===== config.mk =====
export PLATFORM = sky130hd
export DESIGN_NAME = spi_reg_bank
export DESIGN_NICKNAME = d
export VERILOG_FILES = /design/src/rtl/spi_reg_bank.sv
export SDC_FILE = /design/constraint.sdc
export NUM_CORES = 1
export LEC_CHECK = 0
export ABC_AREA = 1
export BUFFER_PORTS_ARGS = -buffer_cell sky130_fd_sc_hd__buf_4
export CORE_ASPECT_RATIO = 0.6
export CORE_MARGIN = 1
export CORE_UTILIZATION = 40
export DETAILED_ROUTE_END_ITERATION = 8
export PLACE_DENSITY = 0.74
export SETUP_SLACK_MARGIN = 0.05
export SLEW_MARGIN = 20
export SYNTH_ARGS = -nofsm -noshare
export SYNTH_HDL_FRONTEND = slang
export SYNTH_SLANG_ARGS = --single-unit

===== constraint.sdc =====
create_clock -name clk -period 20.4 [get_ports clk]
set_input_delay 4.08 -clock clk [delete_from_list [all_inputs] [get_ports clk]]
set_output_delay 4.08 -clock clk [all_outputs]
set_load 0.05 [all_outputs]

===== src/rtl/spi_reg_bank.sv =====
// spi_reg_bank: SPI-visible 16-bit control register bank.
// Takes the decoder's command/data stream, performs writes, counts rejected
// writes, and serves register readback as a low-byte/high-byte sequence.
module spi_reg_bank #(
    parameter int unsigned NUM_REGS = 16,
    parameter logic [15:0] ID_VALUE = 16'hA5C3
) (
    input  logic                     clk,
    input  logic                     rst,
    input  logic                     spi_ss,
    input  logic [7:0]               address,
    input  logic                     address_valid,
    input  logic [15:0]              data,
    input  logic                     data_valid,
    input  logic                     tx_ack,
    output logic [7:0]               tx_data,
    output logic                     wr_strobe,
    output logic [6:0]               wr_index,
    output logic [7:0]               err_count,
    output logic [16*NUM_REGS-1:0]   regs_flat
);

    typedef enum logic [1:0] {
        IDLE,
        RD_LO,
        RD_HI,
        RD_END
    } state_t;

    state_t      state_q, state_d;
    logic [15:0] shadow_q, shadow_d;

    logic        cmd_valid_q, cmd_valid_d;
    logic        cmd_rd_q, cmd_rd_d;
    logic [6:0]  cmd_idx_q, cmd_idx_d;

    logic [15:0] regs_q [NUM_REGS-1:2];
    logic [15:0] regs_d [NUM_REGS-1:2];

    logic        wr_strobe_q, wr_strobe_d;
    logic [6:0]  wr_index_q, wr_index_d;
    logic [7:0]  err_count_q, err_count_d;

    logic [15:0] rd_value;
    logic        wr_hit;

    // Readback value for the index carried by the incoming command byte.
    always_comb begin
        rd_value = 16'hDEAD;
        if (address[6:0] == 7'd0) begin
            rd_value = ID_VALUE;
        end else if (address[6:0] == 7'd1) begin
            rd_value = {8'h00, err_count_q};
        end else begin
            for (int unsigned i = 2; i < NUM_REGS; i++) begin
                if (address[6:0] == 7'(i)) begin
                    rd_value = regs_q[i];
                end
            end
        end
    end

    // Command latch: data_valid closes the old command before a coincident
    // address_valid opens the new one.
    always_comb begin
        cmd_valid_d = cmd_valid_q;
        cmd_rd_d    = cmd_rd_q;
        cmd_idx_d   = cmd_idx_q;
        if (data_valid) begin
            cmd_valid_d = 1'b0;
        end
        if (address_valid) begin
            cmd_valid_d = 1'b1;
            cmd_rd_d    = address[7];
            cmd_idx_d   = address[6:0];
        end
    end

    // Write execution against the latched command; rejected writes bump the
    // saturating error counter, a status write with bit 0 set clears it.
    always_comb begin
        regs_d      = regs_q;
        wr_strobe_d = 1'b0;
        wr_index_d  = wr_index_q;
        err_count_d = err_count_q;
        wr_hit      = 1'b0;
        if (data_valid && cmd_valid_q && !cmd_rd_q) begin
            for (int unsigned i = 2; i < NUM_REGS; i++) begin
                if (cmd_idx_q == 7'(i)) begin
                    regs_d[i] = data;
                    wr_hit    = 1'b1;
                end
            end
            if (wr_hit) begin
                wr_strobe_d = 1'b1;
                wr_index_d  = cmd_idx_q;
            end else if (cmd_idx_q == 7'd1 && data[0]) begin
                err_count_d = '0;
                wr_strobe_d = 1'b1;
                wr_index_d  = cmd_idx_q;
            end else if (err_count_q != 8'hFF) begin
                err_count_d = err_count_q + 8'd1;
            end
        end
    end

    // Readback FSM next state and byte presented to the SPI transmitter.
    always_comb begin
        state_d  = state_q;
        shadow_d = shadow_q;
        tx_data  = 8'h00;
        case (state_q)
            IDLE: begin
                if (address_valid && address[7]) begin
                    shadow_d = rd_value;
                    state_d  = RD_LO;
                end
            end
            RD_LO: begin
                tx_data = shadow_q[7:0];
                if (tx_ack) state_d = RD_HI;
            end
            RD_HI: begin
                tx_data = shadow_q[15:8];
                if (tx_ack) state_d = RD_END;
            end
            default: begin
                tx_data = 8'h00;
            end
        endcase
        if (spi_ss) begin
            state_d = IDLE;
        end
    end

    // State registers with asynchronous reset.
    always_ff @(posedge clk or posedge rst) begin
        if (rst) begin
            state_q     <= IDLE;
            shadow_q    <= '0;
            cmd_valid_q <= 1'b0;
            cmd_rd_q    <= 1'b0;
            cmd_idx_q   <= '0;
            wr_strobe_q <= 1'b0;
            wr_index_q  <= '0;
            err_count_q <= '0;
            for (int unsigned i = 2; i < NUM_REGS; i++) begin
                regs_q[i] <= '0;
            end
        end else begin
            state_q     <= state_d;
            shadow_q    <= shadow_d;
            cmd_valid_q <= cmd_valid_d;
            cmd_rd_q    <= cmd_rd_d;
            cmd_idx_q   <= cmd_idx_d;
            wr_strobe_q <= wr_strobe_d;
            wr_index_q  <= wr_index_d;
            err_count_q <= err_count_d;
            regs_q      <= regs_d;
        end
    end

    // Export register contents, with the constant and status entries filled in.
    always_comb begin
        regs_flat        = '0;
        regs_flat[15:0]  = ID_VALUE;
        regs_flat[31:16] = {8'h00, err_count_q};
        for (int unsigned i = 2; i < NUM_REGS; i++) begin
            regs_flat[16*i +: 16] = regs_q[i];
        end
    end

    assign wr_strobe = wr_strobe_q;
    assign wr_index  = wr_index_q;
    assign err_count = err_count_q;

endmodule

# Yosys cells after proc, flatten, opt, wreduce, memory -nomap -nowiden
# Cells that the tools add are included.
[totals]
input_bits = 30
ff_bits = 267
mem_bits_ro = 0
out_inout_bits = 280
latch_bits = 0
elab_cells = 135
mem_count = 0
ramBits = 0
[classes]
n_lt_le_gt_ge = 0
div_mod_pow = 0
n_addsub = 1
mul = 0
n_reduce_logical = 29
shifts = 0
n_bitwise = 1
n_eq_ne = 36
n_mux = 46
[ops]
columns = ["cell", "n"]
rows = [
  ["$mux W16", 16],
  ["$eq A7 B4 Y1 const B", 16],
  ["$eq A7 B3 Y1 const B", 8],
  ["$reduce_and A2 Y1", 16],
  ["$eq A7 B2 Y1 const B", 4],
  ["$mux W1", 20],
  ["$mux W8", 2],
  ["$pmux W8 S2", 1],
  ["$eq A7 B1 Y1 const B", 2],
  ["$mux W7", 2],
  ["$ne A3 B3 Y1 const B", 3],
  ["$add A8 B1 Y8 const B", 1],
  ["$mux W2", 4],
  ["$ne A8 B8 Y1 const B", 1],
  ["$logic_not A7 Y1", 1],
  ["$pmux W2 S3", 1],
  ["$reduce_bool A2 Y1", 3],
  ["$logic_and A1 B1 Y1", 4],
  ["$reduce_and A4 Y1", 1],
  ["$reduce_bool A4 Y1", 1],
  ["$reduce_and A3 Y1", 1],
  ["$eq A2 B1 Y1 const B", 1],
  ["$eq A2 B2 Y1 const B", 1],
  ["$logic_not A2 Y1", 1],
  ["2 further kinds", 2],
]

# Logic depth before layout (Yosys ltp)
[depth]
word_depth = 18
depth_mapped = 15
mapped_depth_nobuf = 14

# Least setup slack after synthesis
# No wires, ideal clock.
[synth_path]
kind = "reg-to-output"
start = "register state_q[1]"
end = "output port tx_data[0]"
t_required_ns = 16.320
setup_slack_ns = 14.628
path_stages_with_launch = 6
t_arrival_ns = 1.692
path_cell_list = "dfrtp_1 > inv_1 > ha_1 > clkbuf_1 > nand2_1 > a21oi_1"
[synth_via]
elab_chain_len = 2
[synth_rtl]
columns = ["element", "line_no", "text"]
rows = [
  ["start: declaration", "30", "state_t state_q, state_d;"],
  ["start signal: assignment", "151", "state_q <= state_d;"],
  ["$eq A2 B2 Y1 or $eq A2 B1 Y1 (tied branches)", "112", "case (state_q)"],
  ["$pmux W8 S2 *", "112", ""],
  ["end: declaration", "16", "output logic [7:0] tx_data,"],
]
# Mark *: on every way between the ends. The rest lies on a longest branch, timed or not.

# Worst setup path after layout
# Ends and elaborated chain as after synthesis.

==> flow_metrics.tcl <==
set metrics [dict create \
    clk_latency_ns 0.55 \
    initial_core_util 0.414 \
    post-route-drc-count 0 \
    viasPerCell 5.28 \
    hold_violations 0 \
    cts-root-buf "clkbuf_16" \
    hpwl_um 32900 \
    drt-initial-drc-count 1246 \
    clock-sinks 267 \
    rows 49 \
    overflow 0 \
    worst_pin_slew_ns 1.06 \
    slew_viol_final 0 \
    cts_setup_buffers 0 \
    dr.pass1.iters 5 \
    h-tree-depth 1 \
    syn_to_final_growth_pct 25.3 \
    setup_viol 0 \
    endpoint_kind "output port" \
    ios 310 \
    synth_edf_count 0 \
    dieArea_sq_um 32200 \
    antenna_found_initial 1 \
    drt_wl_total_um 44100 \
    critPathMaxFanout 10 \
    async_reset_ff_frac 1.00 \
    grt_pass1_wl_um 66000 \
    ctsResizeCount 0 \
    synth_area_sq_um 12600 \
    finClkSkew_ns 0.0130 \
    chipWidth_um 231 \
    globalplace.congestion 1.00 \
    switchingPower_w 0.000644 \
    hp-class "register to register" \
    clockBufferDepth 3 \
    fmax_ghz 0.159 \
    finalInstanceArea_sq_um 15800 \
    layout-drive-gt1-share 0.240 \
    ir_worst_vdd_uv 55.0 \
    max_cap_viol_count 0 \
    holdBufCountCts 0 \
    finalPower_w 0.00168 \
    antenna_cells 0 \
    postPlaceCellArea_sq_um 14800 \
    yosysWarnings 0 \
    wl_per_cell_um 20.2 \
    ys_ff_latch 267 \
    ys.flop_type "dfrtp_1" \
    p_sw_frac 0.383 \
    syn_inst 1520 \
    first_global_vias 10600 \
    comb_power_share 0.291 \
    drtAntennaViolNets 0 \
    ys_seq_area_frac 0.531 \
    core-area_sq_um 30400 \
    ys_types 38 \
    p_seq_frac 0.394 \
    grt_usage 0.271 \
    required_ns 16.32 \
    p_int_w 0.00104 \
    p_per_area_nw_per_um2 107 \
    critPathLaunchType "register" \
    pwr-share-clk 0.315 \
    port_buffers 285 \
    power_leakage_nw 7.85 \
    nets 1790 \
    period_share 0.308 \
    die_h_um 139 \
    rsz0062_at_grt "no" \
    slew_headroom 0.290 \
    mostFrequentLayoutCell "nand2_1" \
    status "finished clean" \
    num_vias 11500 \
    grt_max_degree 125 \
    syn_area_per_cell_sq_um 8.27 \
    mostFrequentLayoutCells "nand2_1, buf_4, dfrtp_1" \
    final.min_clock_period_ns 6.27 \
    cts-buffers-inserted 26 \
    clk_pin_slew_ns 0.06 \
    cts_tree "built" \
    worstPathArrival_ns 2.19 \
    critical_path_class "register to output port" \
    timing.setup.tns_ns 0 \
]
[worst max-delay path, stage by stage (launching register included)]
cell,delay (ns)
dfrtp_1,0.39
inv_1,0.10
ha_1,0.45
nand2_1,0.09
a21oi_1,0.34
buf_4,0.27
[stage by stage]
stage,util,setup slack (ns),instances,hold WS (ns)
5_1_grt,0.518,13.99,2183,0.509
3_3_place_gp,0.486,14.34,2135,0.465
2_1_floorplan,-,8.97,1542,0.449
6_report,0.518,14.13,2183,0.485
4_1_cts,0.517,14.15,2183,0.484
3_5_place_dp,0.487,14.39,2136,0.467
[cells by family (layout without fill, tap and decap cells)]
logic type      count (synthesis)  count (layout)  synth area share
fa+ha+maj                       4               4           0.00398
other cells                     2              24          0.000597
buf+inv                       244             477            0.0869
compound gates                283             283             0.114
simple gates                  720             720             0.263
flops                         267             267             0.531
[power by group through the flow]
stage | clock network (W) | registers (W) | logic (W)
6_report | 0.000529 | 0.000663 | 0.000490
3_5_place_dp | 0 | 0.000669 | 0.000487
4_1_cts | 0.000534 | 0.000660 | 0.000489
2_1_floorplan | 0 | 0.000819 | 0.000174
3_3_place_gp | 0 | 0.000667 | 0.000480
5_1_grt | 0.000557 | 0.000670 | 0.000520
[final cells by class]
type                    count  area [sq um]
flip-flops and latches    267          6680
fillers                  2846         14700
inverters                 137           524
clock buffers              37           773
multi-input cells        1031          4900
well taps                 408           510
repair buffers            293          2200
clock inverters            10           158
[flip-flops by register name (all words and copies together), names as in the netlist]
signal,count
state_q,2
wr_index,7
regs_flat,224
err_count,8
wr_strobe,1
cmd_idx_q,7
cmd_valid_q,1
cmd_rd_q,1
shadow_q,16
[per-layer routing]
metal | track usage | vias to the layer above | wire length [um]
met3 | 0.0600 | 65 | 4340
met4 | 0.0687 | 0 | 1140
li1 | - | 5291 | -
met1 | 0.414 | 5547 | 20500
met5 | 0 | - | 0
met2 | 0.383 | 621 | 18100
[cell usage after synthesis, types with 5 or more instances]
library cell	count	area share
nand2_1	397	0.12
or2_1	27	0.013
o21ai_0	243	0.097
inv_2	17	0.0051
nand4_1	49	0.024
buf_4	34	0.020
dfrtp_1	267	0.53
or2_2	26	0.013
nor2_4	5	0.0045
nand3_1	35	0.014
nand3b_1	8	0.0048
nand2_2	5	0.0025
a21oi_1	27	0.011
nor2_1	114	0.034
or2_0	13	0.0065
nor2_2	10	0.0050
clkbuf_1	64	0.019
inv_1	116	0.035
nor3_1	10	0.0040
o21ai_1	5	0.0020
nand2_4	10	0.0090
[path summary, 6_finish.rpt]
check / slack (ns) / cells past startpoint / endpoint / from
max in group asynchronous: 15.12 / 3 / state_q[0] / rst
min in group asynchronous: 3.68 / 2 / regs_flat[71] / rst
hold reg to reg: 0.48 / 2 / shadow_q[15] / shadow_q[15]
hold / removal: 0.48 / 2 / shadow_q[15] / shadow_q[15]
setup reg to reg: 18.03 / 5 / regs_flat[152] / cmd_idx_q[5]
setup / recovery: 14.13 / 5 / tx_data[0] / state_q[1]
No activity file was read; power rests on OpenSTA's default activity.
